==> src/rtl/branch_predictor_pkg.sv <==
// branch_predictor_pkg: shared constants and counter encodings for the IF-stage predictor.
package branch_predictor_pkg;
  localparam int PC_STEP = 4;
  function automatic int clog2(input int n);
    int r;
    r = 0;
    while ((1 << r) < n) r++;
    return r;
  endfunction
  function automatic int cnt_wnt(input int w);
    return (1 << (w - 1)) - 1;
  endfunction
  function automatic int cnt_wt(input int w);
    return 1 << (w - 1);
  endfunction
  function automatic int cnt_max(input int w);
    return (1 << w) - 1;
  endfunction
endpackage

==> src/rtl/branch_predictor_if.sv <==
// branch_predictor_if: lookup, resolve-update and perf-counter signals between the core and the predictor.
interface branch_predictor_if #(
  parameter int XLEN   = 32,
  parameter int PERF_W = 32
);
  logic              start_i;
  logic [XLEN-1:0]   lookup_pc_i;
  logic              pred_hit_o;
  logic              pred_taken_o;
  logic [XLEN-1:0]   pred_target_o;
  logic              upd_valid_i;
  logic [XLEN-1:0]   upd_pc_i;
  logic              upd_taken_i;
  logic              upd_uncond_i;
  logic [XLEN-1:0]   upd_target_i;
  logic              upd_mispredict_i;
  logic [PERF_W-1:0] lookup_cnt_o;
  logic [PERF_W-1:0] mispredict_cnt_o;
  modport master (
    output start_i, lookup_pc_i, upd_valid_i, upd_pc_i, upd_taken_i, upd_uncond_i, upd_target_i, upd_mispredict_i,
    input  pred_hit_o, pred_taken_o, pred_target_o, lookup_cnt_o, mispredict_cnt_o
  );
  modport slave (
    input  start_i, lookup_pc_i, upd_valid_i, upd_pc_i, upd_taken_i, upd_uncond_i, upd_target_i, upd_mispredict_i,
    output pred_hit_o, pred_taken_o, pred_target_o, lookup_cnt_o, mispredict_cnt_o
  );
endinterface

==> src/rtl/branch_predictor_sat_counter.sv <==
// branch_predictor_sat_counter: per-entry saturating direction counter, resets weakly not-taken.
module branch_predictor_sat_counter
  import branch_predictor_pkg::*;
#(
  parameter int W = 2
) (
  input  logic         clk_i,
  input  logic         rst_i,
  input  logic         inc_i,
  input  logic         dec_i,
  input  logic         set_max_i,
  input  logic         load_i,
  output logic [W-1:0] cnt_o
);
  localparam logic [W-1:0] MAX = W'(cnt_max(W));
  logic [W-1:0] cnt_d, cnt_q;
  always_comb begin
    cnt_d = set_max_i ? MAX :
            load_i ? W'(cnt_wt(W)) :
            (inc_i && cnt_q != MAX) ? cnt_q + 1'b1 :
            (dec_i && cnt_q != '0) ? cnt_q - 1'b1 : cnt_q;
  end
  always_ff @(posedge clk_i or negedge rst_i) begin
    if (!rst_i) cnt_q <= W'(cnt_wnt(W));
    else cnt_q <= cnt_d;
  end
  assign cnt_o = cnt_q;
endmodule

==> src/rtl/branch_predictor.sv <==
// branch_predictor: direct-mapped BTB with per-entry saturating BHT, same-cycle prediction for IF.
module branch_predictor
  import branch_predictor_pkg::*;
#(
  parameter int XLEN    = 32,
  parameter int ENTRIES = 16,
  parameter int TAG_W   = 8,
  parameter int CNT_W   = 2,
  parameter int PERF_W  = 32
) (
  input logic               clk_i,
  input logic               rst_i,
  branch_predictor_if.slave bp
);
  localparam int IDX_W = clog2(ENTRIES);
  logic [IDX_W-1:0]  l_idx, u_idx;
  logic [TAG_W-1:0]  l_tag, u_tag;
  logic [ENTRIES-1:0] valid_d, valid_q;
  logic [TAG_W-1:0]  tag_d [ENTRIES];
  logic [TAG_W-1:0]  tag_q [ENTRIES];
  logic [XLEN-1:0]   tgt_d [ENTRIES];
  logic [XLEN-1:0]   tgt_q [ENTRIES];
  logic [CNT_W-1:0]  cnt [ENTRIES];
  logic [PERF_W-1:0] look_d, look_q, mis_d, mis_q;
  logic u_en, u_hit, u_take, l_hit, l_taken;
  logic unused_pc;
  assign unused_pc = ^{bp.lookup_pc_i, bp.upd_pc_i};
  assign l_idx   = bp.lookup_pc_i[IDX_W+1:2];
  assign l_tag   = bp.lookup_pc_i[IDX_W+2 +: TAG_W];
  assign u_idx   = bp.upd_pc_i[IDX_W+1:2];
  assign u_tag   = bp.upd_pc_i[IDX_W+2 +: TAG_W];
  assign u_en    = bp.start_i && bp.upd_valid_i;
  assign u_hit   = valid_q[u_idx] && tag_q[u_idx] == u_tag;
  assign u_take  = bp.upd_taken_i || bp.upd_uncond_i;
  // Lookup reads registered state only, so a same-cycle update is seen next cycle.
  assign l_hit   = bp.start_i && valid_q[l_idx] && tag_q[l_idx] == l_tag;
  assign l_taken = l_hit && cnt[l_idx][CNT_W-1];
  assign bp.pred_hit_o       = l_hit;
  assign bp.pred_taken_o     = l_taken;
  assign bp.pred_target_o    = l_taken ? tgt_q[l_idx] : bp.lookup_pc_i + XLEN'(PC_STEP);
  assign bp.lookup_cnt_o     = look_q;
  assign bp.mispredict_cnt_o = mis_q;
  always_comb begin
    valid_d = valid_q;
    tag_d   = tag_q;
    tgt_d   = tgt_q;
    if (u_en && u_take) begin
      valid_d[u_idx] = 1'b1;
      tag_d[u_idx]   = u_tag;
      tgt_d[u_idx]   = bp.upd_target_i;
    end
    look_d = (bp.start_i && look_q != '1) ? look_q + 1'b1 : look_q;
    mis_d  = (u_en && bp.upd_mispredict_i && mis_q != '1) ? mis_q + 1'b1 : mis_q;
  end
  always_ff @(posedge clk_i or negedge rst_i) begin
    if (!rst_i) begin
      valid_q <= '0;
      tag_q   <= '{default: '0};
      tgt_q   <= '{default: '0};
      look_q  <= '0;
      mis_q   <= '0;
    end else begin
      valid_q <= valid_d;
      tag_q   <= tag_d;
      tgt_q   <= tgt_d;
      look_q  <= look_d;
      mis_q   <= mis_d;
    end
  end
  for (genvar i = 0; i < ENTRIES; i++) begin : g_cnt
    logic sel;
    assign sel = u_en && u_idx == IDX_W'(i);
    branch_predictor_sat_counter #(.W(CNT_W)) u_cnt (
      .clk_i     (clk_i),
      .rst_i     (rst_i),
      .inc_i     (sel && u_hit && bp.upd_taken_i),
      .dec_i     (sel && u_hit && !u_take),
      .set_max_i (sel && bp.upd_uncond_i),
      .load_i    (sel && !u_hit && u_take),
      .cnt_o     (cnt[i])
    );
  end
endmodule
==> src/flat_wrapper.sv <==
// flat-port wrapper written by rule: the top's interface ports become plain ports
module branch_predictor_flat import branch_predictor_pkg::*;
#(
  parameter int XLEN    = 32,
  parameter int ENTRIES = 16,
  parameter int TAG_W   = 8,
  parameter int CNT_W   = 2,
  parameter int PERF_W  = 32
)
  (clk_i, rst_i, bp_start_i, bp_lookup_pc_i, bp_upd_valid_i, bp_upd_pc_i, bp_upd_taken_i, bp_upd_uncond_i, bp_upd_target_i, bp_upd_mispredict_i, bp_pred_hit_o, bp_pred_taken_o, bp_pred_target_o, bp_lookup_cnt_o, bp_mispredict_cnt_o);
  branch_predictor_if #(.XLEN(XLEN), .PERF_W(PERF_W)) bp_i ();
  input logic clk_i;
  input logic rst_i;
  input wire logic [$bits(bp_i.start_i)-1:0] bp_start_i;
  input wire logic [$bits(bp_i.lookup_pc_i)-1:0] bp_lookup_pc_i;
  input wire logic [$bits(bp_i.upd_valid_i)-1:0] bp_upd_valid_i;
  input wire logic [$bits(bp_i.upd_pc_i)-1:0] bp_upd_pc_i;
  input wire logic [$bits(bp_i.upd_taken_i)-1:0] bp_upd_taken_i;
  input wire logic [$bits(bp_i.upd_uncond_i)-1:0] bp_upd_uncond_i;
  input wire logic [$bits(bp_i.upd_target_i)-1:0] bp_upd_target_i;
  input wire logic [$bits(bp_i.upd_mispredict_i)-1:0] bp_upd_mispredict_i;
  output wire logic [$bits(bp_i.pred_hit_o)-1:0] bp_pred_hit_o;
  output wire logic [$bits(bp_i.pred_taken_o)-1:0] bp_pred_taken_o;
  output wire logic [$bits(bp_i.pred_target_o)-1:0] bp_pred_target_o;
  output wire logic [$bits(bp_i.lookup_cnt_o)-1:0] bp_lookup_cnt_o;
  output wire logic [$bits(bp_i.mispredict_cnt_o)-1:0] bp_mispredict_cnt_o;
  assign bp_i.start_i = bp_start_i;
  assign bp_i.lookup_pc_i = bp_lookup_pc_i;
  assign bp_i.upd_valid_i = bp_upd_valid_i;
  assign bp_i.upd_pc_i = bp_upd_pc_i;
  assign bp_i.upd_taken_i = bp_upd_taken_i;
  assign bp_i.upd_uncond_i = bp_upd_uncond_i;
  assign bp_i.upd_target_i = bp_upd_target_i;
  assign bp_i.upd_mispredict_i = bp_upd_mispredict_i;
  assign bp_pred_hit_o = bp_i.pred_hit_o;
  assign bp_pred_taken_o = bp_i.pred_taken_o;
  assign bp_pred_target_o = bp_i.pred_target_o;
  assign bp_lookup_cnt_o = bp_i.lookup_cnt_o;
  assign bp_mispredict_cnt_o = bp_i.mispredict_cnt_o;
  branch_predictor #(.XLEN(XLEN), .ENTRIES(ENTRIES), .TAG_W(TAG_W), .CNT_W(CNT_W), .PERF_W(PERF_W)) u_core (.clk_i(clk_i), .rst_i(rst_i), .bp(bp_i));
endmodule
==> config.mk <==
export PLATFORM = sky130hd
export DESIGN_NAME = branch_predictor_flat
export DESIGN_NICKNAME = d
export VERILOG_FILES = /design/src/rtl/branch_predictor_pkg.sv /design/src/rtl/branch_predictor_if.sv /design/src/rtl/branch_predictor_sat_counter.sv /design/src/rtl/branch_predictor.sv /design/src/flat_wrapper.sv
export SDC_FILE = /design/constraint.sdc
export NUM_CORES = 2
export LEC_CHECK = 0
export BUFFER_PORTS_ARGS = -buffer_cell sky130_fd_sc_hd__buf_2
export CAP_MARGIN = 20
export CORE_ASPECT_RATIO = 1.2
export CORE_MARGIN = 2
export CORE_UTILIZATION = 45
export CTS_BUF_LIST = sky130_fd_sc_hd__clkbuf_8
export DETAILED_ROUTE_END_ITERATION = 10
export SYNTH_ARGS = -nofsm -noshare
export SYNTH_HDL_FRONTEND = slang
export SYNTH_SLANG_ARGS = --single-unit
==> constraint.sdc <==
create_clock -name clk_i -period 3.2 [get_ports clk_i]
set_clock_uncertainty 0.2 [all_clocks]
set_input_delay 0.32 -clock clk_i [delete_from_list [all_inputs] [get_ports clk_i]]
set_output_delay 0.32 -clock clk_i [all_outputs]
set_load 0.005 [all_outputs]
# Word level (Yosys, flattened, before mapping)
# Index checks and enable logic that the tools add are counted.
[word_totals] ff_bits=752 output_inout_bits=98 word_cells=410
[op_classes] n_addsub=35 magnitude_cmp=6 n_eq_ne=35 muxes=89 bitwise=3 n_reduce_logical=191
[op_table] cell="$bwmux 512" n=1
[op_table] cell="$logic_and 1x1->1" n=155
[op_table] cell="$mux 2" n=66
[op_table] cell="$bmux 32 s4" n=1
[op_table] cell="$bwmux 128" n=1
[op_table] cell="$demux 32 s4" n=1
[op_table] cell="$mux 32" n=4
[op_table] cell="$add 32x1->32 const B" n=2
[op_table] cell="$bmux 8 s4" n=2
[op_table] cell="$ne 32x32->1 const B" n=2
[op_table] cell="$reduce_bool 4->1" n=16
[op_table] cell="$mux 8" n=5
[op_table] cell="$add 2x1->2 const B" n=16
[op_table] cell="$add 32x3->32 const B" n=1
[op_table] cell="$demux 8 s4" n=1
[op_table] cell="$eq 4x4->1 const B" n=8
[op_table] cell="$ne 2x2->1 const B" n=16
[op_table] cell="$reduce_bool 2->1" n=16
[op_table] cell="$sub 2x1->2 const B" n=16
[op_table] cell="$eq 4x3->1 const B" n=4
[op_table] cell="$eq 8x8->1" n=2
[op_table] cell="$or 16x16->16" n=1
[op_table] cell="$ge 5x5->1 const B" n=2
[op_table] cell="$lt 4x5->1 const B" n=2
[op_table] cell="other kinds (12)" n=18

# Longest topological paths before layout
[logic_depth] word_depth=13 mapped_depth=12 mapped_depth_nobuf=7

# Modules after synthesis
# Synthesis repeated with hierarchy kept, for this count alone.
[unflattened] cells_unflattened=2519 area_unflattened_um2=36846.6
[by_module_without_submodules] mod="branch_predictor" n_inst=1 cells_per_inst=2327 area_each_um2=35084.9 seq_area_each_um2=18017.3
[by_module_without_submodules] mod="branch_predictor_sat_counter" n_inst=16 cells_per_inst=12 area_each_um2=110.1 seq_area_each_um2=51.3

# Worst setup path after synthesis
# No wires, ideal clock.
[synth_timing] kind="input to output" startpoint="input bp_lookup_pc_i[2]" endpoint="output bp_pred_target_o[0]" arrival_ns=2.910 required_ns=2.680 path_slack_ns=-0.230 cell_stages=9 cell_sequence="buf_4 buf_4 buf_4 buf_2 buf_2 buf_2 mux4_2 mux4_2 mux2_2"
[synth_via] elab_chain_len=8 word_cells_on_any_way=17 classes_between="eq/ne (1); mux (12); bitwise (1); reduce/logical (3)"
[synth_rtl] item="from (decl)" line="flat_wrapper.sv:15" rtl="input wire logic [$bits(bp_i.lookup_pc_i)-1:0] bp_lookup_pc_i;"
[synth_rtl] item="$not 4->5 (implied by the code)" line="branch_predictor.sv:36, branch_predictor.sv:37, branch_predictor.sv:40"
[synth_rtl] item="$bmux 8 s4" line="branch_predictor.sv:36" rtl="assign l_hit = bp.start_i && valid_q[l_idx] && tag_q[l_idx] == l_tag;"
[synth_rtl] item="$mux 8 (implied by the code) (2 in a row)" line="branch_predictor.sv:36"
[synth_rtl] item="$eq 8x8->1" line="branch_predictor.sv:36"
[synth_rtl] item="$logic_and 1x1->1" line="branch_predictor.sv:36"
[synth_rtl] item="$logic_and 1x1->1" line="branch_predictor.sv:37" rtl="assign l_taken = l_hit && cnt[l_idx][CNT_W-1];"
[synth_rtl] item="$mux 32 (*)" line="branch_predictor.sv:40" rtl="assign bp.pred_target_o = l_taken ? tgt_q[l_idx] : bp.lookup_pc_i + XLEN'(PC_STEP);"
[synth_rtl] item="to (decl)" line="flat_wrapper.sv:24" rtl="output wire logic [$bits(bp_i.pred_target_o)-1:0] bp_pred_target_o;"
# Mark *: on every way between the ends. The rest lies on a longest branch, timed or not. The select of a mux whose other input is x is not followed.

# Final worst setup path
[layout_timing] startpoint="register u_core.tag_q[81] (netlist bit)" endpoint="output bp_pred_target_o[1]"
[layout_via] elab_chain_len=7
[layout_rtl] item="from (decl)" line="branch_predictor.sv:20" rtl="logic [TAG_W-1:0] tag_q [ENTRIES];"
[layout_rtl] item="from (signal assigned)" line="branch_predictor.sv:64" rtl="tag_q <= tag_d;"
[layout_rtl] item="$bmux 8 s4" line="branch_predictor.sv:36"
[layout_rtl] item="$mux 8 (implied by the code) (2 in a row)" line="branch_predictor.sv:36"
[layout_rtl] item="$eq 8x8->1" line="branch_predictor.sv:36"
[layout_rtl] item="$logic_and 1x1->1" line="branch_predictor.sv:36"
[layout_rtl] item="$logic_and 1x1->1" line="branch_predictor.sv:37"
[layout_rtl] item="$mux 32" line="branch_predictor.sv:40"
# No other way between the ends. The select of a mux whose other input is x is not followed.

==> reports/qor.yml <==
routedLengthMet1_mm: 43.4
worst_setup_hold_path_clk_slew_ns: 0.06
timing_worst_slew_pin_value_ns: 0.670
num-nets-final: 2884
finalMaxSlewViolations: 0
worst-setup-path-type: "reg2out"
first_global_vias: 25000
wire_length_of_the_first_global_routing_pass_mm: 157
mostFrequentLayoutCells: "736 x sky130_fd_sc_hd__dfrtp_1, 646 x sky130_fd_sc_hd__mux2_2, 235 x sky130_fd_sc_hd__mux4_2"
critical_path.most_common_cell: "sky130_fd_sc_hd__buf_12"
mappedNetlistArea_um2: 36700
routedWlPerCell_um: 26.2
cts_made_buffers: 119
worst_path_largest_cell_delay_ns: 0.47
cp.arrival_ns: 3.68
violations: "setup timing"
drt-initial-drc-count: 1744
timing.critical_path.fanout_max: 5
gr-total-overflow: 0
wl_met2_mm: 50.9
highest_attainable_clock_frequency_ghz: 0.238
buffer_ports.inserted: 180
globalRouteTotalUtil: 0.246
hold_path_class: "in2async"
crit_family: "multiplexers"
grt_start_max_net_pins: 101
cap_violations: 0
finalPower_uw: 24600
drive_gt1_frac: 0.519
worst_ir_drop_vdd_mv: 0.323
yosysSeqAreaShare: 0.513
fillers: 6609
grt_antenna_before_repair: 10
synth-async-reset-ratio: 1.00
final.min_clock_period_ns: 4.20
maxUsedRoutingLayer: "met5"
chipHeight_um: 317
sequence_of_cells_on_the_critical_path: "mux4_2 -> mux2i_1 -> xnor2_1 -> a2111oi_4 -> o221ai_4 -> nor3b_4 -> buf_12 -> buf_12 -> mux2_4 -> buf_6"
stdcell_area_um2: 43300
worst_ep_required_time_ns: 2.68
cts_root_buf: "sky130_fd_sc_hd__clkbuf_8"
power.leakage_uw: 0.0195
synthesis.nets: 2571
final_hold_viol_count: 0
synth_seq_cells: 752
dieArea_um2: 83800
drt_drc_violations_left: 0
ys_dominant_reg_cell: "sky130_fd_sc_hd__dfrtp_1"
ys_warn_count: 0
cts-root-to-sink-buffers: 3
core_um2: 80600
cp_slowest_cell: "sky130_fd_sc_hd__mux4_2"
post_synth_edffs: 0
timing.max_slew.rel_slack: 0.553
run_status: "complete, but fails checks"
critPathLaunchType: "flop"
route.detailed.vias_per_inst: 5.96
area_growth_syn_to_layout_pct: 17.9
tritoncts: "done"
drtPass1Iterations: 6
dp_hpwl_mm: 62.2
total_length_of_routed_met3_wires_mm: 5.19
cts.sinks: 752
final_common_cell: "sky130_fd_sc_hd__dfrtp_1"
min_period_over_period: 1.31
final.setup.tns_ns: -30.76
antenna_violating_nets_remaining: 0
initial_utilization: 0.455
postSynthCellCount: 2465
endpoint_kind: "primary output"
io-pin-count: 201
postLayoutSetupSlackWorst_ns: -1.00
postSynthAreaPerCell_um2: 14.9
cts_htree_levels: 3
worst_skew_pair.late_latency_ns: 0.77
wirelength_mm: 102
power_density_nw_per_um2: 569
rows: 114
grt_setup_unrepaired: "true"
die_width_um: 265
postLayoutCoreUtil: 0.537
critical_path.n_buffers_inverters: 3
placedInstanceArea_um2: 40000
detailroute.via_count: 23300
timing.final.setup_violations: 34
yosysUniqueCellTypes: 49
place.gp.congestion: 0.831
-- state kept, by name (all words and copies together) (netlist names) --
register and count:
u_core.tag_q 128, u_core.bp.lookup_cnt_o 32, u_core.tgt_q 512, u_core.bp.mispredict_cnt_o 32, u_core.valid_q 16, u_core.g_cnt.u_cnt.cnt_o 32
-- path summary, 6_finish.rpt --
check,start,to,slack [ns],cells after the start
min in group clk_i,bp_upd_mispredict_i,u_core.bp.mispredict_cnt_o[0],0.10,4
min,rst_i,u_core.tag_q[92],0.10,3
max in group asynchronous,rst_i,u_core.tgt_q[280],2.10,3
min reg2reg,u_core.bp.lookup_cnt_o[8],u_core.bp.lookup_cnt_o[8],0.28,1
max reg2reg,u_core.tag_q[65],u_core.g_cnt[12].u_cnt.cnt_o[0],0.14,9
max,u_core.tag_q[81],bp_pred_target_o[1],-1.00,10
-- per-layer routing --
metal	vias up	GRT usage
met2	666	0.416
met4	10	0.0842
met3	190	0.0389
met1	12500	0.327
li1	9914	-
met5	-	0
-- Yosys cell counts, drive strengths merged, types with 18 or more instances --
master,number,area share
xor2,32,0.0076
nor4,20,0.0034
xnor2,77,0.018
buf,114,0.017
o21ai,34,0.0046
mux2i,44,0.012
nor2,63,0.0064
nand2,61,0.0062
nand3,45,0.0061
o221ai,18,0.0043
nand4,32,0.0055
mux4,235,0.14
clkbuf,92,0.0094
mux2,674,0.21
dfrtp,736,0.50
-- through the flow --
stage	setup slack [ns]	hold slack (ns)	instances
after global routing	-1.08	0.0935	3912
after floorplan	0.0160	-0.176	2465
after global placement	-0.674	0.137	3648
after detailed placement	-0.692	0.147	3648
after CTS	-1.05	0.0432	3905
final	-1.00	0.102	3912
-- logic make-up after synthesis --
kind of cell	share of synthesized area
flops	0.513
mux	0.363
compound gates	0.0256
fa+ha+maj	0.00102
xor+xnor	0.0260
buf+inv	0.0272
simple gates	0.0435
-- repair_timing --
action / CTS / global route
hold endpoints to repair: 1360 / 0
hold buffers: 47 / 0
gates cloned: 0 / 3
endpoints found under the setup margin: 34 / 38
resized for setup: 15 / 54
setup buffers: 3 / 1
pin swaps: 0 / 2
-- area by class of cell --
class,instances,area (µm²),share of cell area
Antenna cell,3,7.51,0.000174
Clock buffer,153,2110,0.0487
Clock inverter,55,233,0.00538
Inverter,13,48.8,0.00113
Multi-Input combinational cell,1494,17100,0.396
Sequential cell,752,18800,0.436
Tap cell,1044,1310,0.0302
Timing Repair Buffer,398,3580,0.0828
-- worst reg2reg max path: cells and delay by family (launching register included) --
kind | cells | cell delay (ns)
multiplexers | 3 | 0.81
AND/OR/NAND/NOR | 1 | 0.55
buffers and inverters | 2 | 0.35
AO/OA/AOI/OAI | 2 | 0.47
XOR/XNOR | 1 | 0.18
flip-flops | 1 | 0.38
-- where the power goes --
| part | switching (µW) | leakage, µW | total (µW) | internal [µW] |
|---|---|---|---|---|
| sequential | 980 | 0.00969 | 12100 | 11100 |
| clock | 3830 | 0.00138 | 8060 | 4230 |
| combinational | 1760 | 0.00848 | 4440 | 2690 |
| total | 6570 | 0.0195 | 24600 | 18000 |
(Power assumes the default switching activity.)
